===== src/rtl/fifo_arb_pkg.sv =====
// Shared defaults and helpers for the FIFO write arbiter slice.
package fifo_arb_pkg;

  localparam int DEF_NUM_REQ = 4;
  localparam int DEF_DATA_W  = 4;
  localparam int DEF_CNT_W   = 16;

  localparam int IDX_W = $clog2(DEF_NUM_REQ);

  // Value at which an accepted-word counter stops counting (all ones).
  localparam logic [DEF_CNT_W-1:0] CNT_SAT = '1;

  // Advance a requester index by one, wrapping back to zero after n-1.
  function automatic int wrap_inc(input int idx, input int n);
    return (idx + 1 >= n) ? 0 : idx + 1;
  endfunction

endpackage


===== src/rtl/rr_arb_pick.sv =====
// Combinational round-robin picker: rotate the request vector so the
// priority pointer sits at bit 0, take the lowest set bit, then rotate the
// winning position back into requester numbering.
module rr_arb_pick #(
  parameter int N  = 4,
  parameter int IW = $clog2(N)
) (
  input  logic [N-1:0]  req,
  input  logic [IW-1:0] ptr,
  output logic [N-1:0]  gnt,
  output logic [IW-1:0] gnt_idx,
  output logic          any
);

  logic [N-1:0]  rotated;
  logic [IW-1:0] hit;
  logic [IW:0]   sum;

  // Rotate by ptr, scan for the first requester, and undo the rotation.
  always_comb begin
    rotated = '0;
    hit     = '0;
    any     = 1'b0;
    sum     = '0;
    gnt     = '0;
    gnt_idx = '0;

    for (int k = 0; k < N; k++) begin
      rotated[k] = req[IW'((k + int'(ptr)) % N)];
    end

    // Walk downward so the lowest set bit is the one left in hit.
    for (int k = N - 1; k >= 0; k--) begin
      if (rotated[k]) begin
        hit = IW'(k);
        any = 1'b1;
      end
    end

    sum = {1'b0, hit} + {1'b0, ptr};
    if (sum >= (IW + 1)'(N)) begin
      sum = sum - (IW + 1)'(N);
    end
    gnt_idx = sum[IW-1:0];

    if (any) begin
      gnt = N'(1) << gnt_idx;
    end
  end

endmodule


===== src/rtl/fifo_wr_arbiter.sv =====
// Round-robin write arbiter feeding one FIFO write port from several
// valid/ready producers through a single-entry output stage, with
// saturating per-requester accepted-word counters for debug readback.
module fifo_wr_arbiter
  import fifo_arb_pkg::*;
#(
  parameter int NUM_REQ = DEF_NUM_REQ,
  parameter int DATA_W  = DEF_DATA_W,
  parameter int CNT_W   = DEF_CNT_W
) (
  input  logic                         clk,
  input  logic                         rst,
  input  logic [NUM_REQ-1:0]           req_valid,
  input  logic [NUM_REQ*DATA_W-1:0]    req_data,
  output logic [NUM_REQ-1:0]           req_ready,
  output logic                         fifo_wr_en,
  output logic [DATA_W-1:0]            fifo_wr_data,
  input  logic                         fifo_full,
  output logic [$clog2(NUM_REQ)-1:0]   grant_id,
  input  logic [$clog2(NUM_REQ)-1:0]   cnt_sel,
  output logic [CNT_W-1:0]             cnt_value
);

  localparam int IW = $clog2(NUM_REQ);
  localparam logic [CNT_W-1:0] CNT_MAX = '1;

  logic              out_valid;
  logic [DATA_W-1:0] out_data;
  logic [IW-1:0]     ptr;
  logic [CNT_W-1:0]  count [NUM_REQ];

  logic [NUM_REQ-1:0] pick_gnt;
  logic [IW-1:0]      pick_idx;
  logic               pick_any;
  logic               load;
  logic               take;
  logic [DATA_W-1:0]  sel_data;
  logic [IW-1:0]      ptr_next;

  rr_arb_pick #(
    .N  (NUM_REQ),
    .IW (IW)
  ) u_pick (
    .req     (req_valid),
    .ptr     (ptr),
    .gnt     (pick_gnt),
    .gnt_idx (pick_idx),
    .any     (pick_any)
  );

  // The FIFO takes the staged word on the same edge whenever it is not full.
  assign fifo_wr_en   = out_valid & ~fifo_full;
  assign fifo_wr_data = out_data;

  // The stage can accept a new word when empty or draining this cycle.
  assign load = ~out_valid | ~fifo_full;

  // Accept the winner only when the stage has room and reset is released.
  always_comb begin
    req_ready = '0;
    if (load && pick_any && !rst) begin
      req_ready = pick_gnt;
    end
  end

  assign take = |req_ready;

  // Select the winning requester's word and the pointer that follows it.
  always_comb begin
    sel_data = '0;
    for (int i = 0; i < NUM_REQ; i++) begin
      if (pick_idx == IW'(i)) begin
        sel_data = req_data[i*DATA_W +: DATA_W];
      end
    end
    ptr_next = IW'(wrap_inc(int'(pick_idx), NUM_REQ));
  end

  // Output stage and priority pointer; both freeze while the FIFO backs up.
  always_ff @(posedge clk) begin
    if (rst) begin
      out_valid <= 1'b0;
      out_data  <= '0;
      grant_id  <= '0;
      ptr       <= '0;
    end else if (load) begin
      if (take) begin
        out_valid <= 1'b1;
        out_data  <= sel_data;
        grant_id  <= pick_idx;
        ptr       <= ptr_next;
      end else begin
        out_valid <= 1'b0;
      end
    end
  end

  // Count accepted words per requester, sticking at all ones.
  always_ff @(posedge clk) begin
    if (rst) begin
      for (int i = 0; i < NUM_REQ; i++) begin
        count[i] <= '0;
      end
    end else begin
      for (int i = 0; i < NUM_REQ; i++) begin
        if (req_ready[i] && count[i] != CNT_MAX) begin
          count[i] <= count[i] + 1'b1;
        end
      end
    end
  end

  // Registered debug readback; selects past the last requester read zero.
  always_ff @(posedge clk) begin
    if (rst) begin
      cnt_value <= '0;
    end else if (int'(cnt_sel) < NUM_REQ) begin
      cnt_value <= count[cnt_sel];
    end else begin
      cnt_value <= '0;
    end
  end

endmodule


===== config.mk =====
export PLATFORM = sky130hd
export DESIGN_NAME = fifo_wr_arbiter
export DESIGN_NICKNAME = d
export VERILOG_FILES = /design/src/rtl/fifo_arb_pkg.sv /design/src/rtl/rr_arb_pick.sv /design/src/rtl/fifo_wr_arbiter.sv
export SDC_FILE = /design/constraint.sdc
export NUM_CORES = 1
export LEC_CHECK = 0
export CAP_MARGIN = 20
export CORE_MARGIN = 8
export CORE_UTILIZATION = 60
export DETAILED_ROUTE_END_ITERATION = 7
export GPL_ROUTABILITY_DRIVEN = 0
export GPL_TIMING_DRIVEN = 0
export HOLD_SLACK_MARGIN = 0.05
export PLACE_DENSITY = 0.94
export SYNTH_ARGS = -nofsm -noshare
export SYNTH_HDL_FRONTEND = slang
export SYNTH_SLANG_ARGS = --single-unit

===== constraint.sdc =====
create_clock -name clk -period 7.37 [get_ports clk]
set_input_delay 1.474 -clock clk [delete_from_list [all_inputs] [get_ports clk]]
set_output_delay 1.474 -clock clk [all_outputs]
set_load 0.01 [all_outputs]

==> qor.txt <==
SYNTH
------------------------------------------------------------------------------------
Adder-cell share of the synthesized area                                      2.318%
Synth Flop Type                                                         sky130_fd_sc_hd__edfxtp_1
Syn_area_per_cell                                                         10.89 um^2
Share of the synthesized netlist area taken by xor and xnor gates             9.735%
Combinational family with the most area after synthesis                 simple AND/OR/NAND/NOR gates
Gate count of the mapped netlist                                                 446
Synthesis Warnings                                                                 0
Compound-cell area share of the yosys netlist                                 6.155%
Proportion of synthesized area in mux cells                                   7.623%
Unique masters post-synth                                                         45
Register bit total from synthesis                                                 89
Seq/Total Area, Yosys                                                         49.86%
Count of flip-flops with a built-in enable after synthesis                        64
Net count after synthesis                                                        480
Synth Area in Simple Gates                                                    20.76%
Cell area after synthesis                                                  4858 um^2
Async set or reset register ratio after synthesis                                 0%

POWER AND IR DROP
------------------------------------------------------------------------------------
Total design power                                                          2.107 mW
Worst vdd rail ir drop                                                      192.1 uV
Sequential share of power                                                      42.3%
Switching fraction of total power                                             38.49%
Clk network pwr share                                                          16.5%
Cell internal pwr                                                           1.296 mW
Comb power frac                                                                41.1%
Power density cells                                                     371.9 nW/um^2
Switching component of the power                                           0.8110 mW
Static power due to leakage                                                 1.969 nW

DIE
------------------------------------------------------------------------------------
Die extent in x                                                             106.0 um
Die outline height                                                          106.0 um
Initial standard-cell utilization of the core                                 60.34%
Count of standard-cell rows                                                       33
Core area                                                                  8051 um^2
Die area                                                                  11230 um^2
I/O pins                                                                          52

DRT
------------------------------------------------------------------------------------
Detailed-router iteration count before antenna repair                              7
Via count                                                                       3742
Wire per inst                                                               18.92 um
Violation count after the first detailed-routing iteration                       314
Residual DRC                                                                       0
Number of vias per cell                                                        6.094
Total wire length after detailed routing                                    11620 um
DRT antenna net count                                                              0

FINISH
------------------------------------------------------------------------------------
Area growth from synthesis to layout                                          16.61%
Layout Utilization                                                            70.37%
Proportion of layout cells with a drive suffix above 1                        11.59%
Antenna diodes                                                                     0
Net total in the final layout                                                    538

WORST SETUP PATH
------------------------------------------------------------------------------------
Required @ worst endpoint                                                    5900 ps
Critical path buffers and inverters                                                6
Max stage delay on crit path                                                  560 ps
Maximum fanout along the worst path                                               10
Cell count along the critical path                                                13
Critical path startpoint category                                         input port
Critical path class                                                        in -> out
Chain of cells forming the critical path                                clkdlybuf4s50_1 -> inv_1 -> o311a_1 -> o21ai_0 -> ha_1 -> xnor2_1 -> xnor2_1 -> inv_1 -> ha_1 -> clkbuf_1 -> nand2_1 -> inv_2 -> clkdlybuf4s50_1
Arr. time, crit path                                                         4580 ps
Number of cells traversed by the worst register-to-register path                  13
Slowest library cell on the worst path                                  sky130_fd_sc_hd__clkdlybuf4s50_1
Setup crit end kind                                                      output port
Crit-path leading delay family                                          buffers and inverters

GLOBAL ROUTING
------------------------------------------------------------------------------------
Overall routing resource usage                                                21.27%
Number of global-route vias before repair                                       3833
Maximum number of pins on one net before global-route repair                      17
First-pass GRT wire length                                                  19200 um
Total gr overflow                                                                  0
Antenna violations before repair                                                   0

TIMING
------------------------------------------------------------------------------------
Final hold viol count                                                              0
Worst Tran Pin Value                                                        806.9 ps
Maximum operating frequency                                                165.1 MHz
Slew HR                                                                       46.21%
Clock Skews                                                                 13.08 ps
Crit share post-route                                                         82.21%
Shortest period the worst path allows                                        6059 ps
Aggregate negative setup slack                                                  0 ps
RSZ-0062 raised after global routing                                           false
Slew Viols, Final                                                                  0
Setup-violating endpoint count in the final report                                 0

PLACED DESIGN
------------------------------------------------------------------------------------
PortBufs                                                                          47
Final HPWL from detailed placement                                           8626 um

STATUS
------------------------------------------------------------------------------------
Status                                                                     completed

CLOCKING
------------------------------------------------------------------------------------
Quantity of gates resized following cts                                            0
Number of post-CTS setup repair buffers                                            0
Clock tree root buffer cell                                             sky130_fd_sc_hd__clkbuf_8
Number of CTS-inserted buffers                                                     9
Insertion delay of the later-clocked pin in the worst-skew pair               360 ps
Clock tree buffer depth                                                            2
CTS H-Tree Depth                                                                   3
TritonCTS clock tree                                                             yes
CTS sink count                                                                    89
Clock transition at the registers of the reported paths                        90 ps
Number of buffers inserted for hold repair after clock tree synthesis              0

WORST HOLD PATH
------------------------------------------------------------------------------------
Hold depth                                                                         2
Worst hold path class                                                     reg -> reg

JOB
------------------------------------------------------------------------------------
Number of max-capacitance violations reported                                      0

state kept, by name, indices dropped and copies added (netlist names):
| signal | count |
|---|---|
| count | 64 |
| cnt_value | 16 |
| fifo_wr_data | 4 |
| grant_id | 2 |
| ptr | 2 |
| out_valid | 1 |
cells in the mapped netlist, types with 9 or more instances:
library cell | n | area [um^2]
sky130_fd_sc_hd__nand2_1 | 18 | 67.56
sky130_fd_sc_hd__xor2_1 | 32 | 280.3
sky130_fd_sc_hd__buf_2 | 9 | 45.04
sky130_fd_sc_hd__edfxtp_1 | 64 | 1922
sky130_fd_sc_hd__inv_1 | 15 | 56.30
sky130_fd_sc_hd__nor2b_1 | 22 | 137.6
sky130_fd_sc_hd__nor3_1 | 14 | 70.07
sky130_fd_sc_hd__nor2_1 | 82 | 307.8
sky130_fd_sc_hd__nand4_1 | 16 | 100.1
sky130_fd_sc_hd__a21oi_1 | 11 | 55.05
sky130_fd_sc_hd__ha_1 | 9 | 112.6
sky130_fd_sc_hd__xnor2_1 | 22 | 192.7
sky130_fd_sc_hd__mux4_2 | 16 | 360.4
sky130_fd_sc_hd__nand3_1 | 22 | 110.1
sky130_fd_sc_hd__dfxtp_1 | 25 | 500.5
layer usage:
metal  global-route usage [%]  part of all wire, %
met1                    24.53                   37
met4                    10.25                  3.7
met5                        0                    0
met2                    36.01                   50
met3                    5.687                  9.6
worst paths after layout:
check,from,to,slack [ps]
min reg2reg,fifo_wr_data[0],fifo_wr_data[0],510
max reg2reg,ptr[0],count[3][8],3750
max,req_valid[3],req_ready[2],1310
min,fifo_wr_data[0],fifo_wr_data[0],510
tightest hold or removal path: cells and delay by family, from the launching register on:
kind               cells  cell delay (ps)
DFF                    1              320
and+or+nand+nor        1              100
AOI/OAI and AO/OA      1               50
layout make-up:
cell class / count / area, um^2
flip-flops and latches: 89 / 2422
plain buffers: 20 / 112.6
repair buffers: 47 / 470.5
multi-input cells: 321 / 2263
clock inverters: 4 / 50.05
inverters: 16 / 60.06
well taps: 105 / 131.4
fillers: 578 / 2386
clock buffers: 12 / 155.1
logic make-up (layout without fill, tap and decap cells):
kind of cell             count (synthesis)  count (layout)
adder cells (fa/ha/maj)                  9               9
buffers and inverters                   36              99
flip-flops                              89              89
AO/OA/AOI/OAI                           37              37
XOR/XNOR                                54              54
multiplexers                            17              17
AND/OR/NAND/NOR                        204             204
power by group through the flow:
| stage | logic, mW | clock network (mW) | registers, mW |
|---|---|---|---|
| 2_1_floorplan | 0.591 | 0 | 0.857 |
| 4_1_cts | 0.871 | 0.353 | 0.884 |
| 3_5_place_dp | 0.868 | 0 | 0.893 |
| 3_3_place_gp | 0.821 | 0 | 0.878 |
| 6_report | 0.866 | 0.348 | 0.892 |
| 5_1_grt | 0.958 | 0.373 | 0.909 |
stage by stage:
step,area (um^2),instances,hold slack (ps),setup slack [ps]
floorplan,4858,446,520.0,2635
global placement,5460,598,486.6,1383
detailed placement,5460,598,494.8,1297
CTS,5665,614,505.9,1288
global route,5665,614,526.9,1003
finish,5665,614,507.0,1311
cells in the final DEF, fill, tap and decap left out, types with 5 or more instances in the layout:
cell	netlist	layout
sky130_fd_sc_hd__clkbuf_1	7	8
sky130_fd_sc_hd__xnor2_1	22	22
sky130_fd_sc_hd__and4_1	7	7
sky130_fd_sc_hd__nand3_1	22	22
sky130_fd_sc_hd__dfxtp_1	25	25
sky130_fd_sc_hd__clkdlybuf4s50_1	0	47
sky130_fd_sc_hd__and3_1	5	5
sky130_fd_sc_hd__nand2_1	18	18
sky130_fd_sc_hd__nor2_1	82	82
sky130_fd_sc_hd__clkbuf_8	0	11
sky130_fd_sc_hd__xor2_1	32	32
sky130_fd_sc_hd__nor3_1	14	14
sky130_fd_sc_hd__mux4_2	16	16
sky130_fd_sc_hd__nand4_1	16	16
sky130_fd_sc_hd__a21oi_1	11	11
sky130_fd_sc_hd__nand2b_1	6	6
sky130_fd_sc_hd__buf_2	9	9
sky130_fd_sc_hd__nor2b_1	22	22
sky130_fd_sc_hd__a211oi_1	5	5
sky130_fd_sc_hd__inv_1	15	15
sky130_fd_sc_hd__edfxtp_1	64	64
sky130_fd_sc_hd__ha_1	9	9
(Power assumes the default switching activity.)
